## src/rtl/axis_test_pkg.sv

```systemverilog
// Shared definitions for the stream test master/sink pair:
// register map, STATUS bit positions and sink FSM states.
package axis_test_pkg;

    localparam logic [7:0] ADDR_CONTROL_REG    = 8'h00;
    localparam logic [7:0] ADDR_STATUS_REG     = 8'h04;
    localparam logic [7:0] ADDR_BEAT_COUNT_REG = 8'h08;
    localparam logic [7:0] ADDR_ERR_COUNT_REG  = 8'h0C;
    localparam logic [7:0] ADDR_NUM_BYTES_REG  = 8'h10;
    localparam logic [7:0] ADDR_THROTTLE_REG   = 8'h18;

    localparam int CTRL_ARM   = 0;
    localparam int CTRL_CLEAR = 1;

    localparam int ST_BUSY      = 0;
    localparam int ST_DONE      = 1;
    localparam int ST_DATA_ERR  = 2;
    localparam int ST_LAST_ERR  = 3;
    localparam int ST_CFG_ERR   = 4;
    localparam int ST_TDEST_LSB = 8;
    localparam int ST_TID_LSB   = 16;

    typedef enum logic [1:0] {
        SINK_IDLE = 2'd0,
        SINK_RECV = 2'd1,
        SINK_DONE = 2'd2
    } sink_state_t;

endpackage

```

## src/rtl/axi_lite_regif.sv

```systemverilog
// AXI4-Lite slave handshake: one outstanding write, registered read data.
// Exposes a write strobe/address/data and a read address/mux input.
module axi_lite_regif #(
    parameter int DW = 32,
    parameter int AW = 5
) (
    input  logic          clock,
    input  logic          resetn,
    input  logic [AW-1:0] S_AXI_AWADDR,
    input  logic          S_AXI_AWVALID,
    output logic          S_AXI_AWREADY,
    input  logic [DW-1:0] S_AXI_WDATA,
    input  logic          S_AXI_WVALID,
    output logic          S_AXI_WREADY,
    output logic [1:0]    S_AXI_BRESP,
    output logic          S_AXI_BVALID,
    input  logic          S_AXI_BREADY,
    input  logic [AW-1:0] S_AXI_ARADDR,
    input  logic          S_AXI_ARVALID,
    output logic          S_AXI_ARREADY,
    output logic [DW-1:0] S_AXI_RDATA,
    output logic [1:0]    S_AXI_RRESP,
    output logic          S_AXI_RVALID,
    input  logic          S_AXI_RREADY,
    output logic          wr_en,
    output logic [AW-1:0] wr_addr,
    output logic [DW-1:0] wr_data,
    output logic [AW-1:0] rd_addr,
    input  logic [DW-1:0] rd_data
);

    logic          aw_held;
    logic          w_held;
    logic [AW-1:0] aw_addr_q;
    logic [DW-1:0] w_data_q;
    logic          aw_fire;
    logic          w_fire;
    logic          ar_fire;

    assign S_AXI_AWREADY = !aw_held && !S_AXI_BVALID;
    assign S_AXI_WREADY  = !w_held && !S_AXI_BVALID;
    assign S_AXI_ARREADY = !S_AXI_RVALID;
    assign S_AXI_BRESP   = 2'b00;
    assign S_AXI_RRESP   = 2'b00;

    assign aw_fire = S_AXI_AWVALID && S_AXI_AWREADY;
    assign w_fire  = S_AXI_WVALID && S_AXI_WREADY;
    assign ar_fire = S_AXI_ARVALID && S_AXI_ARREADY;

    // Either half may arrive first; commit once both are present.
    assign wr_en   = (aw_held || aw_fire) && (w_held || w_fire);
    assign wr_addr = aw_held ? aw_addr_q : S_AXI_AWADDR;
    assign wr_data = w_held ? w_data_q : S_AXI_WDATA;
    assign rd_addr = S_AXI_ARADDR;

    always_ff @(posedge clock or negedge resetn) begin
        if (!resetn) begin
            aw_held      <= 1'b0;
            w_held       <= 1'b0;
            aw_addr_q    <= '0;
            w_data_q     <= '0;
            S_AXI_BVALID <= 1'b0;
            S_AXI_RVALID <= 1'b0;
            S_AXI_RDATA  <= '0;
        end else begin
            if (S_AXI_BVALID && S_AXI_BREADY)
                S_AXI_BVALID <= 1'b0;
            if (wr_en) begin
                aw_held      <= 1'b0;
                w_held       <= 1'b0;
                S_AXI_BVALID <= 1'b1;
            end else begin
                if (aw_fire) begin
                    aw_held   <= 1'b1;
                    aw_addr_q <= S_AXI_AWADDR;
                end
                if (w_fire) begin
                    w_held   <= 1'b1;
                    w_data_q <= S_AXI_WDATA;
                end
            end
            if (ar_fire) begin
                S_AXI_RDATA  <= rd_data;
                S_AXI_RVALID <= 1'b1;
            end else if (S_AXI_RVALID && S_AXI_RREADY) begin
                S_AXI_RVALID <= 1'b0;
            end
        end
    end

endmodule

```

## src/rtl/axi_stream_sink.sv

```systemverilog
// Counting-pattern stream checker with AXI-Lite control/status.
// Optional AXIS_SINK_THROTTLE_EN paces TREADY from the THROTTLE register.
module axi_stream_sink
    import axis_test_pkg::*;
#(
    parameter int STREAM_DATA_WIDTH  = 32,
    parameter int STREAM_ID_WIDTH    = 2,
    parameter int C_S_AXI_DATA_WIDTH = 32,
    parameter int C_S_AXI_ADDR_WIDTH = 5
) (
    input  logic                            clock,
    input  logic                            resetn,
    input  logic [STREAM_DATA_WIDTH-1:0]    TDATA,
    input  logic                            TLAST,
    input  logic [STREAM_ID_WIDTH-1:0]      TID,
    input  logic [1:0]                      TDEST,
    input  logic                            TVALID,
    output logic                            TREADY,
    input  logic [C_S_AXI_ADDR_WIDTH-1:0]   S_AXI_AWADDR,
    input  logic [2:0]                      S_AXI_AWPROT,
    input  logic                            S_AXI_AWVALID,
    output logic                            S_AXI_AWREADY,
    input  logic [C_S_AXI_DATA_WIDTH-1:0]   S_AXI_WDATA,
    input  logic [C_S_AXI_DATA_WIDTH/8-1:0] S_AXI_WSTRB,
    input  logic                            S_AXI_WVALID,
    output logic                            S_AXI_WREADY,
    output logic [1:0]                      S_AXI_BRESP,
    output logic                            S_AXI_BVALID,
    input  logic                            S_AXI_BREADY,
    input  logic [C_S_AXI_ADDR_WIDTH-1:0]   S_AXI_ARADDR,
    input  logic [2:0]                      S_AXI_ARPROT,
    input  logic                            S_AXI_ARVALID,
    output logic                            S_AXI_ARREADY,
    output logic [C_S_AXI_DATA_WIDTH-1:0]   S_AXI_RDATA,
    output logic [1:0]                      S_AXI_RRESP,
    output logic                            S_AXI_RVALID,
    input  logic                            S_AXI_RREADY
);

    localparam int AW    = C_S_AXI_ADDR_WIDTH;
    localparam int DW    = C_S_AXI_DATA_WIDTH;
    localparam int BYTES = STREAM_DATA_WIDTH / 8;

    localparam logic [AW-1:0] A_CTRL = AW'(ADDR_CONTROL_REG);
    localparam logic [AW-1:0] A_STAT = AW'(ADDR_STATUS_REG);
    localparam logic [AW-1:0] A_BEAT = AW'(ADDR_BEAT_COUNT_REG);
    localparam logic [AW-1:0] A_ERR  = AW'(ADDR_ERR_COUNT_REG);
    localparam logic [AW-1:0] A_NUMB = AW'(ADDR_NUM_BYTES_REG);
    localparam logic [AW-1:0] A_THR  = AW'(ADDR_THROTTLE_REG);

    logic          wr_en;
    logic [AW-1:0] wr_addr, rd_addr, wa, ra;
    logic [DW-1:0] wr_data, rd_data;

    axi_lite_regif #(.DW(DW), .AW(AW)) u_regif (
        .clock(clock), .resetn(resetn),
        .S_AXI_AWADDR(S_AXI_AWADDR), .S_AXI_AWVALID(S_AXI_AWVALID),
        .S_AXI_AWREADY(S_AXI_AWREADY),
        .S_AXI_WDATA(S_AXI_WDATA), .S_AXI_WVALID(S_AXI_WVALID),
        .S_AXI_WREADY(S_AXI_WREADY),
        .S_AXI_BRESP(S_AXI_BRESP), .S_AXI_BVALID(S_AXI_BVALID),
        .S_AXI_BREADY(S_AXI_BREADY),
        .S_AXI_ARADDR(S_AXI_ARADDR), .S_AXI_ARVALID(S_AXI_ARVALID),
        .S_AXI_ARREADY(S_AXI_ARREADY),
        .S_AXI_RDATA(S_AXI_RDATA), .S_AXI_RRESP(S_AXI_RRESP),
        .S_AXI_RVALID(S_AXI_RVALID), .S_AXI_RREADY(S_AXI_RREADY),
        .wr_en(wr_en), .wr_addr(wr_addr), .wr_data(wr_data),
        .rd_addr(rd_addr), .rd_data(rd_data)
    );

    assign wa = {wr_addr[AW-1:2], 2'b00};
    assign ra = {rd_addr[AW-1:2], 2'b00};

    sink_state_t state, state_n;
    logic [31:0] num_bytes, beat_count, err_count, exp_data, pos;
    logic [31:0] last_pos, thr_rd, status, rd_mux;
    logic [23:0] expected_beats;
    logic [STREAM_ID_WIDTH-1:0]   tid_q;
    logic [1:0]                   tdest_q;
    logic [STREAM_DATA_WIDTH-1:0] exp_ext;
    logic done_f, last_err, cfg_err, tready_q, tready_n;
    logic arm, clear, eb_zero, fire, bad_data;

    assign expected_beats = num_bytes[23:0] / 24'(BYTES);
    assign eb_zero  = (expected_beats == 24'd0);
    assign last_pos = {8'd0, expected_beats} - 32'd1;

    assign arm   = wr_en && (wa == A_CTRL) && wr_data[CTRL_ARM];
    assign clear = wr_en && (wa == A_CTRL) && wr_data[CTRL_CLEAR] && !arm;

    always_comb begin
        exp_ext       = '0;
        exp_ext[31:0] = exp_data;
    end

    assign TREADY   = tready_q;
    assign fire     = TVALID && tready_q && (state == SINK_RECV);
    assign bad_data = (TDATA != exp_ext);

    always_comb begin
        state_n = state;
        if (arm) begin
            if (!eb_zero)
                state_n = SINK_RECV;
            else if (state == SINK_RECV)
                state_n = SINK_IDLE;
        end else if (fire && TLAST) begin
            state_n = SINK_DONE;
        end
    end

`ifdef AXIS_SINK_THROTTLE_EN
    logic [7:0] throttle, thr_cnt, thr_nxt;

    // One ready cycle followed by THROTTLE idle cycles.
    assign thr_nxt  = (thr_cnt >= throttle) ? 8'd0 : thr_cnt + 8'd1;
    assign tready_n = (state_n == SINK_RECV) && (arm || thr_nxt == 8'd0);
    assign thr_rd   = {24'd0, throttle};

    always_ff @(posedge clock or negedge resetn) begin
        if (!resetn) begin
            throttle <= 8'd0;
            thr_cnt  <= 8'd0;
        end else begin
            thr_cnt <= arm ? 8'd0 : thr_nxt;
            if (wr_en && wa == A_THR)
                throttle <= wr_data[7:0];
        end
    end
`else
    assign tready_n = (state_n == SINK_RECV);
    assign thr_rd   = 32'd0;
`endif

    always_ff @(posedge clock or negedge resetn) begin
        if (!resetn) begin
            state      <= SINK_IDLE;
            tready_q   <= 1'b0;
            num_bytes  <= '0;
            beat_count <= '0;
            err_count  <= '0;
            exp_data   <= '0;
            pos        <= '0;
            tid_q      <= '0;
            tdest_q    <= '0;
            done_f     <= 1'b0;
            last_err   <= 1'b0;
            cfg_err    <= 1'b0;
        end else begin
            state    <= state_n;
            tready_q <= tready_n;
            if (wr_en && wa == A_NUMB)
                num_bytes <= wr_data[31:0];
            if (arm) begin
                if (eb_zero) begin
                    cfg_err <= 1'b1;
                end else begin
                    beat_count <= '0;
                    err_count  <= '0;
                    exp_data   <= '0;
                    pos        <= '0;
                    done_f     <= 1'b0;
                    last_err   <= 1'b0;
                    cfg_err    <= 1'b0;
                end
            end else begin
                if (clear) begin
                    beat_count <= '0;
                    err_count  <= '0;
                    done_f     <= 1'b0;
                    last_err   <= 1'b0;
                    cfg_err    <= 1'b0;
                end
                if (fire) begin
                    exp_data <= exp_data + 32'd1;
                    pos      <= pos + 32'd1;
                    tid_q    <= TID;
                    tdest_q  <= TDEST;
                    if (!clear) begin
                        beat_count <= beat_count + 32'd1;
                        if (bad_data && err_count != 32'hFFFF_FFFF)
                            err_count <= err_count + 32'd1;
                    end
                    if (TLAST) begin
                        done_f <= 1'b1;
                        if (pos < last_pos)
                            last_err <= 1'b1;
                    end else if (pos == last_pos) begin
                        last_err <= 1'b1;
                    end
                end
            end
        end
    end

    always_comb begin
        status                                   = '0;
        status[ST_BUSY]                          = (state == SINK_RECV);
        status[ST_DONE]                          = done_f;
        status[ST_DATA_ERR]                      = (err_count != 32'd0);
        status[ST_LAST_ERR]                      = last_err;
        status[ST_CFG_ERR]                       = cfg_err;
        status[ST_TDEST_LSB +: 2]                = tdest_q;
        status[ST_TID_LSB +: STREAM_ID_WIDTH]    = tid_q;
    end

    always_comb begin
        rd_mux = 32'd0;
        unique case (1'b1)
            (ra == A_STAT): rd_mux = status;
            (ra == A_BEAT): rd_mux = beat_count;
            (ra == A_ERR):  rd_mux = err_count;
            (ra == A_NUMB): rd_mux = num_bytes;
            (ra == A_THR):  rd_mux = thr_rd;
            default:        rd_mux = 32'd0;
        endcase
    end

    assign rd_data = DW'(rd_mux);

    logic unused_ok;
    assign unused_ok = ^{S_AXI_AWPROT, S_AXI_ARPROT, S_AXI_WSTRB,
                         wr_addr[1:0], rd_addr[1:0],
                         num_bytes[31:24], wr_data};

endmodule

```

## config.mk

```make
export PLATFORM = sky130hd
export DESIGN_NAME = axi_stream_sink
export DESIGN_NICKNAME = d
export VERILOG_FILES = /design/src/rtl/axis_test_pkg.sv /design/src/rtl/axi_lite_regif.sv /design/src/rtl/axi_stream_sink.sv
export SDC_FILE = /design/constraint.sdc
export NUM_CORES = 1
export LEC_CHECK = 0
export ABC_AREA = 0
export BUFFER_PORTS_ARGS = -buffer_cell sky130_fd_sc_hd__buf_4
export CORE_ASPECT_RATIO = 1.25
export CORE_MARGIN = 3
export CORE_UTILIZATION = 45
export CTS_CLUSTER_DIAMETER = 60
export DETAILED_ROUTE_END_ITERATION = 10
export GPL_ROUTABILITY_DRIVEN = 0
export MAX_ROUTING_LAYER = met4
export PLACE_DENSITY = 0.67
export SLEW_MARGIN = 15
export SYNTH_ARGS = -nofsm -noshare
export SYNTH_HDL_FRONTEND = slang
export SYNTH_HIERARCHICAL = 1
export SYNTH_SLANG_ARGS = --single-unit
export TNS_END_PERCENT = 10
```

## constraint.sdc

```tcl
create_clock -name clock -period 3.7 [get_ports clock]
set_clock_uncertainty 0.05 [all_clocks]
set_input_delay 0.185 -clock clock [delete_from_list [all_inputs] [get_ports clock]]
set_output_delay 0.185 -clock clock [all_outputs]
set_load 0.1 [all_outputs]
```

After elaboration in Yosys (flattened, before gate mapping)
Cells that the tools add are included.
Cells by class
  order comparisons: 1
  bitwise logic cells: 2
  mux-type cells: 43
  equal/unequal tests: 11
  add/sub/neg operators: 5
  reductions and logical operators: 37
Operator list (number)
  32-bit two-way mux: 15
  32-bit by 1-bit adder with 32-bit output (second input constant): 4
  32-bit case mux with 4 select lines: 1
  32-bit equality test: 1
  32-bit less-than comparator: 1
  32-bit inequality test: 1
  32-bit inequality test (second input constant): 1
  32-bit nonzero test: 1
  24-bit zero test: 1
  22-bit by 1-bit subtractor with 23-bit output (second input constant): 1
  1-bit two-way mux: 22
  1-bit logical AND: 17
  2-bit nonzero test: 6
  2-bit two-way mux: 4
  2-bit AND reduction: 4
  3-bit by 2-bit equality test with 1-bit output (second input constant): 2
  3-bit equality test (second input constant): 2
  1-bit zero test: 5
  5-bit zero test: 1
  5-bit two-way mux: 1
  2-bit by 1-bit equality test with 1-bit output (second input constant): 2
  3-bit by 1-bit equality test with 1-bit output (second input constant): 1
  1-bit logical OR: 2
  2-bit inequality test (second input constant): 1
  1-bit NOT: 2
Word-level totals
  input bits: 97
  output and inout port bits: 42
  logic and storage cells: 118
  register bits after elaboration: 243

Longest topological paths before layout
Gate-level depths: netlist of the first run.
  word-level depth: 14
  mapped depth: 13
  mapped depth without buffers: 13

Hierarchy
The synthesis of the first run kept the hierarchy.
Modules (own cells, without submodules)
  axi_stream_sink: area an instance 10784.1 sq um, cells each 1221, seq. area each 4254.1 sq um, instances 1
  axi_lite_regif: area an instance 3425.8 sq um, cells each 218, seq. area each 1826.8 sq um, instances 1

Worst setup path before layout of the first run
OpenSTA, ideal clock, no wires.
  path type: reg2reg
  start: reg num_bytes[13]
  end: reg last_err
  cell stages (with the launch flop): 12
  data required time: 3.581 ns
  clock period less this slack: 3.328 ns
  library setup time: 0.069 ns
  data arrival time: 3.209 ns
  buffers on the path: 1
  slack: 0.372 ns
  cells stage by stage: dfrtp_1 > or4_1 > or3_1 > buf_2 > or3_1 > ha_1 > a21o_1 > a21o_1 > a211oi_1 > o21ai_0 > a211o_1 > nand3_1
On the way
  longest elaborated chain between the ends: 6
  elaborated cells between the ends (all ways): 10
  classes of those cells: 1 x add/sub; 1 x order compare; 2 x eq/ne; 5 x mux; 1 x reduce/logical
RTL lines
  start, declared: RTL line axi_stream_sink.sv:75  | logic [31:0] num_bytes, beat_count, err_count, exp_data, pos;
  start signal, assigned: RTL line axi_stream_sink.sv:153  | num_bytes <= wr_data[31:0];
  22-bit by 1-bit subtractor with 23-bit output: RTL line axi_stream_sink.sv:86  | assign last_pos = {8'd0, expected_beats} - 32'd1;
  32-bit less-than comparator / 32-bit equality test (equally long branches): RTL line axi_stream_sink.sv:186, axi_stream_sink.sv:188
  1-bit two-way mux (on tied branches): RTL line axi_stream_sink.sv:186, axi_stream_sink.sv:188
  1-bit two-way mux: RTL line axi_stream_sink.sv:184  | if (TLAST) begin
  1-bit two-way mux: RTL line axi_stream_sink.sv:174  | if (fire) begin
  1-bit two-way mux: RTL line axi_stream_sink.sv:154  | if (arm) begin
  end signal, assigned: RTL line axi_stream_sink.sv:163  | last_err <= 1'b0;
  end signal, assigned: RTL line axi_stream_sink.sv:187  | last_err <= 1'b1;
  end signal, assigned: RTL line axi_stream_sink.sv:189  | last_err <= 1'b1;
  end, declared: RTL line axi_stream_sink.sv:81  | logic done_f, last_err, cfg_err, tready_q, tready_n;
Several ways; a longest one is shown, not always the timed one.
A chain may end at the register's enable or synchronous reset.

Final worst setup path of the first run
Ends and elaborated chain as after synthesis.

==> results of run 1 <==
state kept, by name, indices dropped and copies added (netlist names), 2 cells and up:
register	cells
beat_count	32
err_count	32
exp_data	32
num_bytes	32
pos	32
state	2
tdest_q	2
tid_q	2
u_regif/S_AXI_RDATA	32
u_regif/aw_addr_q	3
u_regif/w_data_q	32
layout make-up:
class                           instances  area, µm²
Inverter                               20       75.1
Tap cell                              401        502
Clock buffer                           41        841
Timing Repair Buffer                  201       1650
Fill cell                            2619      13700
Sequential cell                       241       6030
Clock inverter                         10        114
Multi-Input combinational cell       1083       7570
worst reg2reg max path, stage by stage (launching register included):
cell and delay [ns]:
dfrtp_1 0.45, or4_1 0.60, or3_1 0.37, or3_1 0.57
ha_1 0.36, a21o_1 0.18, a21o_1 0.17, a211oi_1 0.20
o21ai_0 0.13, a211o_1 0.24, nand3_1 0.08
metrics by stage:
step | area [µm²] | power [mW]
after floorplan | 14100 | 5.85
after global placement | 15300 | 6.62
final | 16800 | 9.60
after detailed placement | 15300 | 6.71
after CTS | 16800 | 9.65
after global routing | 16800 | 10.1
power by group:
group | total (mW) | switching (mW) | internal [mW]
logic | 3.07 | 1.73 | 1.34
registers | 3.70 | 0.535 | 3.17
clock network | 2.83 | 1.17 | 1.66
worst min-delay path by stage:
stage / startpoint / endpoint / slack (ns) / depth (start not counted)
after floorplan: resetn / TREADY / -0.16 / 0
after global placement: resetn / exp_data[24] / 0.09 / 1
after detailed placement: resetn / exp_data[24] / 0.09 / 1
after CTS: S_AXI_ARADDR[4] / u_regif/S_AXI_RDATA[0] / 0.02 / 3
after global routing: S_AXI_ARADDR[4] / u_regif/S_AXI_RDATA[0] / 0.05 / 3
final: S_AXI_ARADDR[4] / u_regif/S_AXI_RDATA[0] / 0.05 / 3
repair_timing:
| item | CTS | global route |
|---|---|---|
| endpoints found under the hold margin | 127 | 0 |
| buffers inserted | 0 | 0 |
| hold buffers | 49 | 0 |
| endpoints found under the setup margin | 0 | 0 |
per-layer routing:
layer | vias to the layer above | global-route usage | wire length, µm
met2 | 421 | 0.397 | 19600
met4 | 0 | 0.0949 | 1580
met5 | - | - | 0
li1 | 5577 | - | -
met1 | 5928 | 0.306 | 16300
met3 | 96 | 0.0237 | 2140
==> results_dict.tcl, run 1 <==
set metrics [dict create \
    finalMaxSlewViolations 0 \
    grt_pass1_vias 11900 \
    power.leakage_nw 7.32 \
    cp.arrival_ns 3.90 \
    finalSetupViolations 0 \
    synthCells 1431 \
    syn_to_final_growth_pct 19.0 \
    hold_path_class "input port to flip-flop" \
    worst-path-max-fanout 10 \
    grt_pass1_wl_um 63600 \
    rrSetupSlack_ns 0.24 \
    critPathLaunchType "flip-flop" \
    critical_path_required_ns 4.14 \
    n_antenna_cell 0 \
    port_buffers 120 \
    cpPeakStageDelay_ns 0.60 \
    r2r-start "num_bytes[13]" \
    reg2regPathDepth 10 \
    io_pins 139 \
    clkTransAtPathRegs_ns 0.06 \
    fin_crit_sh 0.935 \
    finalHoldViolations 0 \
    slew_headroom 0.338 \
    clk_path_buf_depth 3 \
    post-dp-hpwl_um 27600 \
    power_density_mw_per_mm2 572 \
    crit_family "simple AND/OR/NAND/NOR gates" \
    htree_levels 1 \
    final_common_cell "dfrtp_1" \
    crit_chain "or4_1, or3_1, or3_1, ha_1, a21o_1, a21o_1, a211oi_1, o21ai_0, a211o_1, nand3_1" \
    ctsResizeCount 0 \
    track_usage 0.241 \
    fp-row-count 71 \
    clock.fmax_mhz 289 \
    setup_ws_ns 0.241 \
    cts_made_buffers 29 \
    route.detailed.drc 0 \
    slowest_stage "or4_1" \
    synth_area_mm2 0.0141 \
    reg2reg_to "last_err" \
    yosysWarnings 6 \
    vdd_drop_max_mv 0.393 \
    timing.hold.ws_ns 0.0456 \
    cp-endpoint "last_err" \
    max_cap_viol_count 0 \
    drive_gt1_frac 0.227 \
    fin_setup_tns_ns 0 \
    avgSynthCellArea_um2 9.85 \
    critPathBufInv 0 \
    end_kind "flip-flop" \
    cts-root-buf "clkbuf_16" \
    dp_cells 1897 \
    final_cell_mix "241 x dfrtp_1, 166 x nand2_1, 150 x buf_4, 112 x mux2_2" \
    cp_num_cells 10 \
    vias 12000 \
    die_width_um 164 \
    via_per_inst 6.02 \
    cts_tree "built" \
    drtAntennaViolNets 0 \
    drtPass1Iterations 5 \
    grt_max_degree 106 \
    crit_start "num_bytes[13]" \
    wl_per_cell_um 19.9 \
    die_h_um 204 \
    overflow 0 \
    cts_sinks 241 \
    dieArea_mm2 0.0335 \
    rsz0062_at_grt "false" \
    start_util 0.463 \
    pre_cts_ws_ns 0.266 \
    final-instance-count-excl-fill 1997 \
    min_period_ns 3.46 \
    status "finished, final reports clean" \
    antenna_found_initial 0 \
    critPathKind "flip-flop to flip-flop" \
    tightest_slew_ns 0.993 \
    wl_um 39700 \
    core_mm2 0.0305 \
    drtIter0Drc 1054 \
    clock_latency_ns 0.56 \
    finalNetCount 1712 \
    utilization 0.551 \
]
No activity file was read; power rests on OpenSTA's default activity.
==> inputs of run 2 (changes only) <==
ABC_AREA = 1   (was 0)
CTS_CLUSTER_DIAMETER = 120   (was 60)
==> run 2 against run 1 <==
Compared with the run above:
- global-route usage is 2.5 points higher
- combinational power is 41% higher
- largest cell class unchanged
- core utilization is 1.0 points lower
- critical path type unchanged
- largest power group is now combinational cells
- synthesized cell count is 51% higher
- highest routed layer unchanged
==> results_dict.tcl, run 2 <==
set metrics [dict create \
    power.leakage_nw 8.64 \
    drive_gt1_frac 0.106 \
    final-instance-count-excl-fill 2745 \
    hold_path_class "input port to flip-flop" \
    finalHoldViolations 0 \
    nFillCells 3191 \
    crit_top_cell "nand2_1" \
    cts_made_buffers 27 \
    power_density_mw_per_mm2 624 \
    port_buffers 120 \
    use_met2 0.428 \
    critPathKind "flip-flop to flip-flop" \
    cts_sinks 241 \
    reg2regPathDepth 18 \
    antenna_found_initial 0 \
    grt_max_degree 117 \
    status "finished, final reports clean" \
    max_cap_viol_count 0 \
    slowest_stage "dfrtp_1" \
    cts_tree "built" \
    internal-power_mw 6.29 \
    core_mm2 0.0331 \
    fp-row-count 74 \
    worst-path-max-fanout 5 \
    route.detailed.drc 0 \
    p_sw_frac 0.436 \
    clkTransAtPathRegs_ns 0.06 \
    drtPass1Iterations 7 \
    timing.hold.ws_ns 0.0557 \
    grt_pass1_wl_um 75900 \
    grt_busiest_layer "met2" \
    track_usage 0.266 \
    wl_per_cell_um 17.0 \
    dieArea_mm2 0.0362 \
    multi_input_area_mm2 0.00802 \
    start_util 0.462 \
    vias 15200 \
    grt_use_met3 0.0281 \
    finalSetupViolations 0 \
    crit_chain "inv_1, ha_1, nand2_1, nor3_2, nand3_1, nor4_1, xor2_1, inv_1, ha_1, nand2_1, nor2_1, nand3_1, nor2_1, nand2_1, nand3_1, nand2_1, nand2_1, a21oi_1" \
    synth_area_mm2 0.0153 \
    p_switching_mw 4.86 \
    final_cell_mix "735 x nand2_1, 241 x dfrtp_1, 203 x inv_1, 192 x nand3_1, 181 x nor2_1" \
    cp.arrival_ns 3.56 \
    utilization 0.541 \
    whs_path_depth 3 \
    htree_levels 1 \
    avgSynthCellArea_um2 7.06 \
    cp_num_cells 18 \
    ctsResizeCount 0 \
    wl_um 46800 \
    drtAntennaViolNets 0 \
    clk_path_buf_depth 3 \
    n_antenna_cell 0 \
    die_h_um 212 \
    drtIter0Drc 1494 \
    clock_latency_ns 0.54 \
    slew_headroom 0.362 \
    p_comb_frac 0.387 \
    finalMaxSlewViolations 0 \
    dp_cells 2648 \
    critPathBufInv 2 \
    clock.fmax_mhz 315 \
    p_seq_frac 0.378 \
    vdd_drop_max_mv 0.325 \
    gr-usage-met1 0.337 \
    via_per_inst 5.52 \
    yosysWarnings 6 \
    cts-root-buf "clkbuf_16" \
    fin_crit_sh 0.859 \
    overflow 0 \
    final-seq-area_mm2 0.00603 \
    io_pins 139 \
    tightest_slew_ns 0.957 \
    synthCells 2166 \
    finalNetCount 2445 \
    die_width_um 171 \
    final_common_cell "nand2_1" \
    cpPeakStageDelay_ns 0.38 \
    clockPowerShare 0.235 \
    post-dp-hpwl_um 33700 \
    syn_to_final_growth_pct 16.9 \
    fin_setup_tns_ns 0 \
    crit_family "simple AND/OR/NAND/NOR gates" \
    end_kind "flip-flop" \
    grt_pass1_vias 14600 \
    min_period_ns 3.18 \
    critPathLaunchType "flip-flop" \
    critical_path_required_ns 4.08 \
    rsz0062_at_grt "false" \
]
## run 2: cell count changes in the layout (fill, tap and decap cells not counted), moves of 42 or more
cell,change
a21oi_1,+52
nor2_1,+124
inv_1,+183
nand3_1,+98
mux2_2,-102
o21ai_0,-42
nand2_1,+569
## run 2: what timing repair did
action	4_1_cts	5_1_grt
hold buffers	50	0
buffers inserted	0	0
endpoints found under the hold margin	188	0
## run 2: layout make-up
type / count / area share
clock buffer: 39 / 0.0437
clock inverter: 8 / 0.00392
inverter: 219 / 0.0461
multi-input combinational: 1623 / 0.449
sequential: 241 / 0.337
tap: 418 / 0.0293
timing repair buffer: 197 / 0.0909
## run 2: final timing paths
path                                            to  slack (ns)            startpoint
min reg2reg                   u_regif/w_data_q[14]        0.42  u_regif/w_data_q[14]
min in group asynchronous                   pos[3]        0.27                resetn
min                        u_regif/S_AXI_RDATA[13]        0.06         S_AXI_ARVALID
max reg2reg                               last_err        0.52          num_bytes[3]
max in group asynchronous  u_regif/S_AXI_RDATA[18]        2.37                resetn
max                                       last_err        0.52          num_bytes[3]
## run 2: metrics by stage
step / instance area (µm²) / worst slack [ns] / total power [mW]
global placement: 16500 / 0.682 / 8.33
global route: 17900 / 0.154 / 11.9
detailed placement: 16500 / 0.571 / 8.45
finish: 17900 / 0.521 / 11.2
CTS: 17900 / 0.556 / 11.2
floorplan: 15300 / 0.873 / 7.23
## run 2: per-layer routing
| layer | wire (µm) | vias up | part of all wire |
|---|---|---|---|
| met5 | 0 | - | 0 |
| met4 | 2710 | 0 | 0.058 |
| met3 | 3170 | 146 | 0.068 |
| met2 | 21900 | 598 | 0.47 |
| met1 | 19000 | 7033 | 0.41 |
| li1 | - | 7377 | - |
## run 2: power groups by stage
stage	Combinational, mW	Clock (mW)	Sequential [mW]
after floorplan	2.62	0	4.60
after global placement	4.12	0	4.20
after detailed placement	4.22	0	4.23
after CTS	4.30	2.67	4.19
after global routing	4.79	2.79	4.32
final	4.32	2.62	4.21
## run 2: worst min-delay path: cells and delay by family
kind	cells	cell delay (ns)
buffers and inverters	1	0.23
and+or+nand+nor	2	0.18
